**config.mk**
```make
export PLATFORM = sky130hd
export DESIGN_NAME = mux8_rr_arbiter
export DESIGN_NICKNAME = d
export VERILOG_FILES = /design/src/rtl/mux8_rr_arbiter.sv
export SDC_FILE = /design/constraint.sdc
export NUM_CORES = 1
export LEC_CHECK = 0
export CORE_UTILIZATION = 30
export DETAILED_ROUTE_END_ITERATION = 8
export SYNTH_ARGS = -nofsm -noshare
export SYNTH_HDL_FRONTEND = slang
export SYNTH_SLANG_ARGS = --single-unit
export TNS_END_PERCENT = 1
```
**constraint.sdc**
```tcl
create_clock -name clk -period 4.1 [get_ports clk]
set_clock_uncertainty 0.2 [all_clocks]
set_input_delay 0.82 -clock clk [delete_from_list [all_inputs] [get_ports clk]]
set_output_delay 0.82 -clock clk [all_outputs]
set_load 0.05 [all_outputs]
```
**src/rtl/mux8_rr_arbiter.sv**
```systemverilog
// Round-robin arbiter driving the select of a shared 8:1 mux.
// Each grant is bounded to MAX_HOLD cycles; a release hands over on the same edge.
module mux8_rr_arbiter #(
    parameter int unsigned MAX_HOLD = 4,
    parameter int unsigned CNT_W    = 4
) (
    input  logic       clk,
    input  logic       rst_n,
    input  logic [7:0] Req,
    output logic [2:0] Sel,
    output logic [7:0] Gnt,
    output logic       Valid
);

    localparam int unsigned N     = 8;
    localparam int unsigned IDX_W = 3;

    typedef enum logic {
        IDLE  = 1'b0,
        GRANT = 1'b1
    } state_t;

    state_t             r_state;
    state_t             w_state_nxt;
    logic [IDX_W-1:0]   r_ptr;
    logic [IDX_W-1:0]   w_ptr_nxt;
    logic [CNT_W-1:0]   r_cnt;
    logic [CNT_W-1:0]   w_cnt_nxt;
    logic [IDX_W-1:0]   r_sel;
    logic [IDX_W-1:0]   w_sel_nxt;
    logic [N-1:0]       r_gnt;
    logic [N-1:0]       w_gnt_nxt;
    logic               r_valid;
    logic               w_valid_nxt;

    logic [IDX_W-1:0]   w_ptr_rel;
    logic [IDX_W:0]     w_pick_idle;
    logic [IDX_W:0]     w_pick_rel;
    logic               w_keep;

    // Returns {found, index}: first set request searching cyclically from ptr.
    function automatic logic [IDX_W:0] rr_pick(input logic [N-1:0] req,
                                                input logic [IDX_W-1:0] ptr);
        logic [2*N-1:0]   dbl;
        logic [N-1:0]     rot;
        logic [IDX_W-1:0] off;
        logic             found;
        dbl   = {req, req} >> ptr;
        rot   = dbl[N-1:0];
        off   = '0;
        found = 1'b0;
        for (int i = int'(N) - 1; i >= 0; i--) begin
            if (rot[i]) begin
                off   = IDX_W'(i);
                found = 1'b1;
            end
        end
        return {found, IDX_W'(off + ptr)};
    endfunction

    assign w_ptr_rel   = r_sel + IDX_W'(1);
    assign w_pick_idle = rr_pick(Req, r_ptr);
    assign w_pick_rel  = rr_pick(Req, w_ptr_rel);
    assign w_keep      = Req[r_sel] && (r_cnt < CNT_W'(MAX_HOLD - 1));

    // Next-state and next-output logic.
    always_comb begin
        w_state_nxt = r_state;
        w_ptr_nxt   = r_ptr;
        w_cnt_nxt   = r_cnt;
        w_sel_nxt   = r_sel;
        w_gnt_nxt   = r_gnt;
        w_valid_nxt = r_valid;
        case (r_state)
            IDLE: begin
                if (w_pick_idle[IDX_W]) begin
                    w_state_nxt = GRANT;
                    w_sel_nxt   = w_pick_idle[IDX_W-1:0];
                    w_gnt_nxt   = N'(1) << w_pick_idle[IDX_W-1:0];
                    w_valid_nxt = 1'b1;
                    w_cnt_nxt   = '0;
                end
            end
            GRANT: begin
                if (w_keep) begin
                    w_cnt_nxt = r_cnt + CNT_W'(1);
                end else begin
                    // Release: pointer moves past the outgoing grantee, Sel holds if idle.
                    w_ptr_nxt = w_ptr_rel;
                    w_cnt_nxt = '0;
                    if (w_pick_rel[IDX_W]) begin
                        w_sel_nxt   = w_pick_rel[IDX_W-1:0];
                        w_gnt_nxt   = N'(1) << w_pick_rel[IDX_W-1:0];
                        w_valid_nxt = 1'b1;
                    end else begin
                        w_state_nxt = IDLE;
                        w_gnt_nxt   = '0;
                        w_valid_nxt = 1'b0;
                    end
                end
            end
            default: begin
                w_state_nxt = IDLE;
                w_gnt_nxt   = '0;
                w_valid_nxt = 1'b0;
            end
        endcase
    end

    always_ff @(posedge clk or negedge rst_n) begin
        if (!rst_n) begin
            r_state <= IDLE;
            r_ptr   <= '0;
            r_cnt   <= '0;
            r_sel   <= '0;
            r_gnt   <= '0;
            r_valid <= 1'b0;
        end else begin
            r_state <= w_state_nxt;
            r_ptr   <= w_ptr_nxt;
            r_cnt   <= w_cnt_nxt;
            r_sel   <= w_sel_nxt;
            r_gnt   <= w_gnt_nxt;
            r_valid <= w_valid_nxt;
        end
    end

    assign Sel   = r_sel;
    assign Gnt   = r_gnt;
    assign Valid = r_valid;

endmodule
```
==> run_results.csv <==
group,metric,value,unit
outcome,status,"finished clean",
critical_path,rr_worst_depth,13,
cts,h-tree-depth,1,
global_route,antenna_found_initial,0,
min_path,holdPathEnd,"r_cnt[2]$_DFFE_PN0P_",
timing,setup-violations-final,0,
global_route,gr-usage-all-layers,15.9,%
detailed_routing,first_pass_iters,4,
critical_path,crit_path_max_incr_delay,0.46,ns
floorplanning,core,7210,µm²
timing,slew_viol_final,0,
yosys,synth-async-reset-ratio,100,%
timing,timing.final.crit_share,97.6,%
floorplanning,die_area,7760,µm²
global_route,grt_pass1_wl,9720,µm
yosys,synth_compound_area_share,14.2,%
timing,hold_violations,0,
run,cap_violations,0,
cells_and_area,post-route-util,41.4,%
yosys,synth-edff-count,0,
cts,root_buffer,"clkbuf_8",
detailed_routing,drc,0,
yosys,synth-adder-area-share,4.50,%
cts,insertion_delay,0.26,ns
detailed_routing,drtIter0Drc,67,
yosys,yosysSeqAreaShare,22.5,%
placed_design,hpwlAfterDp,4360,µm
placed_design,portBuffers,21,
yosys,synth_area_per_cell,9.76,µm²
detailed_routing,via_per_inst,5.22,
critical_path,reg2reg_to,"Gnt[4]$_DFFE_PN0P_",
placed_design,place.gp.congestion,0.808,
yosys,synth_cell_types,43,
yosys,synth.cell_area,2220,µm²
detailed_routing,final_antenna_net_count,0,
critical_path,crit_type,"in2reg",
yosys,ys_ff_latch,20,
critical_path,startpoint_type,"input pin",
critical_path,arrival,3.96,ns
yosys,yosysTopAreaCellShare,22.5,%
critical_path,critPathSlowestCell,"mux4_2",
detailed_routing,wl,5850,µm
min_path,hold_path_class,"reg2reg",
yosys,synth_xor_area_share,2.36,%
cts,cts_tree,"yes",
yosys,synth_top_cell_by_area,"dfrtp_1",
cells_and_area,syn_to_final_growth,34.1,%
critical_path,crit_path_end_kind,"flop",
timing,fmax,0.250,GHz
yosys,synthMuxAreaShare,32.1,%
critical_path,path_max_fanout,10,
floorplanning,die_h,88.1,µm
yosys,postSynthNetCount,244,
yosys,synthCells,228,
floorplanning,rows,31,
min_path,holdPathStages,1,
critical_path,r2r_setup_slack,0.27,ns
yosys,synth_top_family_by_area,"multiplexers",
cts,clk_pin_slew,0.08,ns
timing,min_period,4.00,ns
detailed_routing,avgRoutedWirePerCell,15.3,µm
global_route,grt_max_degree,21,
timing,rsz0062_at_grt,"yes",
floorplanning,die_w,88.1,µm
cells_and_area,drive_gt1_share,37.5,%
timing,worst_pin_slew,0.926,ns
cts,cts_buffer_depth,2,
cells_and_area,antenna_cells,0,
yosys,yosysMostFrequentCell,"mux4_2",
global_route,grt_pass1_vias,1949,
critical_path,crit_chain,"clkdlybuf4s50_1 -> buf_6 -> or2_1 -> buf_4 -> mux4_2 -> mux2i_1 -> o21ba_2 -> nor2_1 -> fa_1 -> xor2_1 -> xnor2_1 -> buf_4 -> or3_1 -> o311ai_1",
yosys,ys_warn_count,0,
timing,maxSlewHeadroom,38.1,%
yosys,synth-simple-area-share,17.3,%
floorplanning,start_util,30.8,%
global_route,grt_overflow,0,
cts,postCtsHoldBufs,0,
yosys,synth_common_cells,"21 x mux4_2, 20 x dfrtp_1, 19 x nor2_1",
critical_path,crit_top_cell,"buf_4",
cts,clock_sinks,20,
detailed_routing,vias,1995,
min_path,worstHoldStart,"r_cnt[2]$_DFFE_PN0P_",
critical_path,rr_startpoint,"Sel[1]$_DFFE_PN0P_",
yosys,synthTopCellsByArea,"dfrtp_1 22%, mux4_2 21%, mux2i_1 6.3%",
floorplanning,io_pins,22,
critical_path,required,4.06,ns
yosys,ys.flop_type,"dfrtp_1",
cells_and_area,final_nets,300,
cts,numCtsBuffers,3,
[critical path: cells and delay by family]
kind,cells,cell delay [ns]
buffers and inverters,4,0.88
multiplexers,2,0.67
AND/OR/NAND/NOR,3,0.60
adder cells (fa/ha/maj),1,0.40
XOR/XNOR,2,0.30
AO/OA/AOI/OAI,2,0.27
[layer usage]
| metal | part of all wire, % | global-route usage (%) |
|---|---|---|
| met1 | 48 | 22.7 |
| met2 | 49 | 26.1 |
| met3 | 2.2 | 2.26 |
| met4 | 0.84 | 2.35 |
| met5 | 0 | 0 |
[registers in the layout (all words and copies together) (netlist names)]
signal and cells:
r_cnt 4, r_state 1, Gnt 8, Valid 1, r_ptr 3, Sel 3
[logic make-up after synthesis]
group	count (synthesis)
flops	20
mux	44
buf+inv	30
compound gates	45
simple gates	76
xor+xnor	6
fa+ha+maj	7
[repair_timing]
item	in CTS	in global routing
pin swaps	0	9
gates cloned	0	0
endpoints found under the setup margin	1	9
resized for setup	1	26
buffers inserted	0	2
[how the worst max path moves through the flow]
| stage | start | endpoint | slack (ns) | cells after the start |
|---|---|---|---|---|
| floorplan | Sel[0]$_DFFE_PN0P_ | Gnt[0]$_DFFE_PN0P_ | 0.04 | 16 |
| CTS | Req[4] | Gnt[0]$_DFFE_PN0P_ | 0.01 | 15 |
| detailed placement | Req[2] | Sel[2]$_DFFE_PN0P_ | -0.27 | 16 |
| finish | Req[5] | Sel[2]$_DFFE_PN0P_ | 0.1 | 14 |
| global route | Req[5] | Gnt[0]$_DFFE_PN0P_ | -0.04 | 17 |
| global placement | Req[2] | Sel[2]$_DFFE_PN0P_ | -0.21 | 12 |
[area by class of cell]
| class | instances | area [µm²] |
|---|---|---|
| clock buffers | 3 | 41.3 |
| clock inverters | 1 | 30.0 |
| fillers | 730 | 4230 |
| inverters | 9 | 33.8 |
| multi-input cells | 178 | 1640 |
| flip-flops and latches | 20 | 500 |
| well taps | 99 | 124 |
| repair buffers | 72 | 611 |
[per-stage QoR]
step	area, µm²	worst slack, ns	TNS, ns	cells	hold WS, ns
after floorplan	2220	0.0432	0	228	0.244
after global placement	2800	-0.207	-1.59	376	0.264
after detailed placement	2800	-0.272	-1.94	376	0.269
after CTS	2870	0.0103	0	380	0.287
after global routing	2980	-0.0443	-0.0953	382	0.304
final	2980	0.0964	0	382	0.280
[cells in the final DEF (no fill, tap or decap), types with 4 or more instances in the layout]
master,netlist,final
a211o_1,4,4
a21oi_1,11,8
a221o_1,4,4
buf_4,2,50
clkdlybuf4s50_1,0,14
dfrtp_1,20,20
dlymetal6s2s_1,0,6
inv_1,8,8
mux2_2,9,9
mux2i_1,14,13
mux4_2,21,21
nand2_1,14,14
nand3_1,4,4
nor2_1,19,19
nor3_1,11,7
o21ai_0,9,7
or2_1,9,9
or3_1,7,5
Power is not shown: default switching activity piles up to over one toggle a cycle in this logic, so the estimate is an artifact.
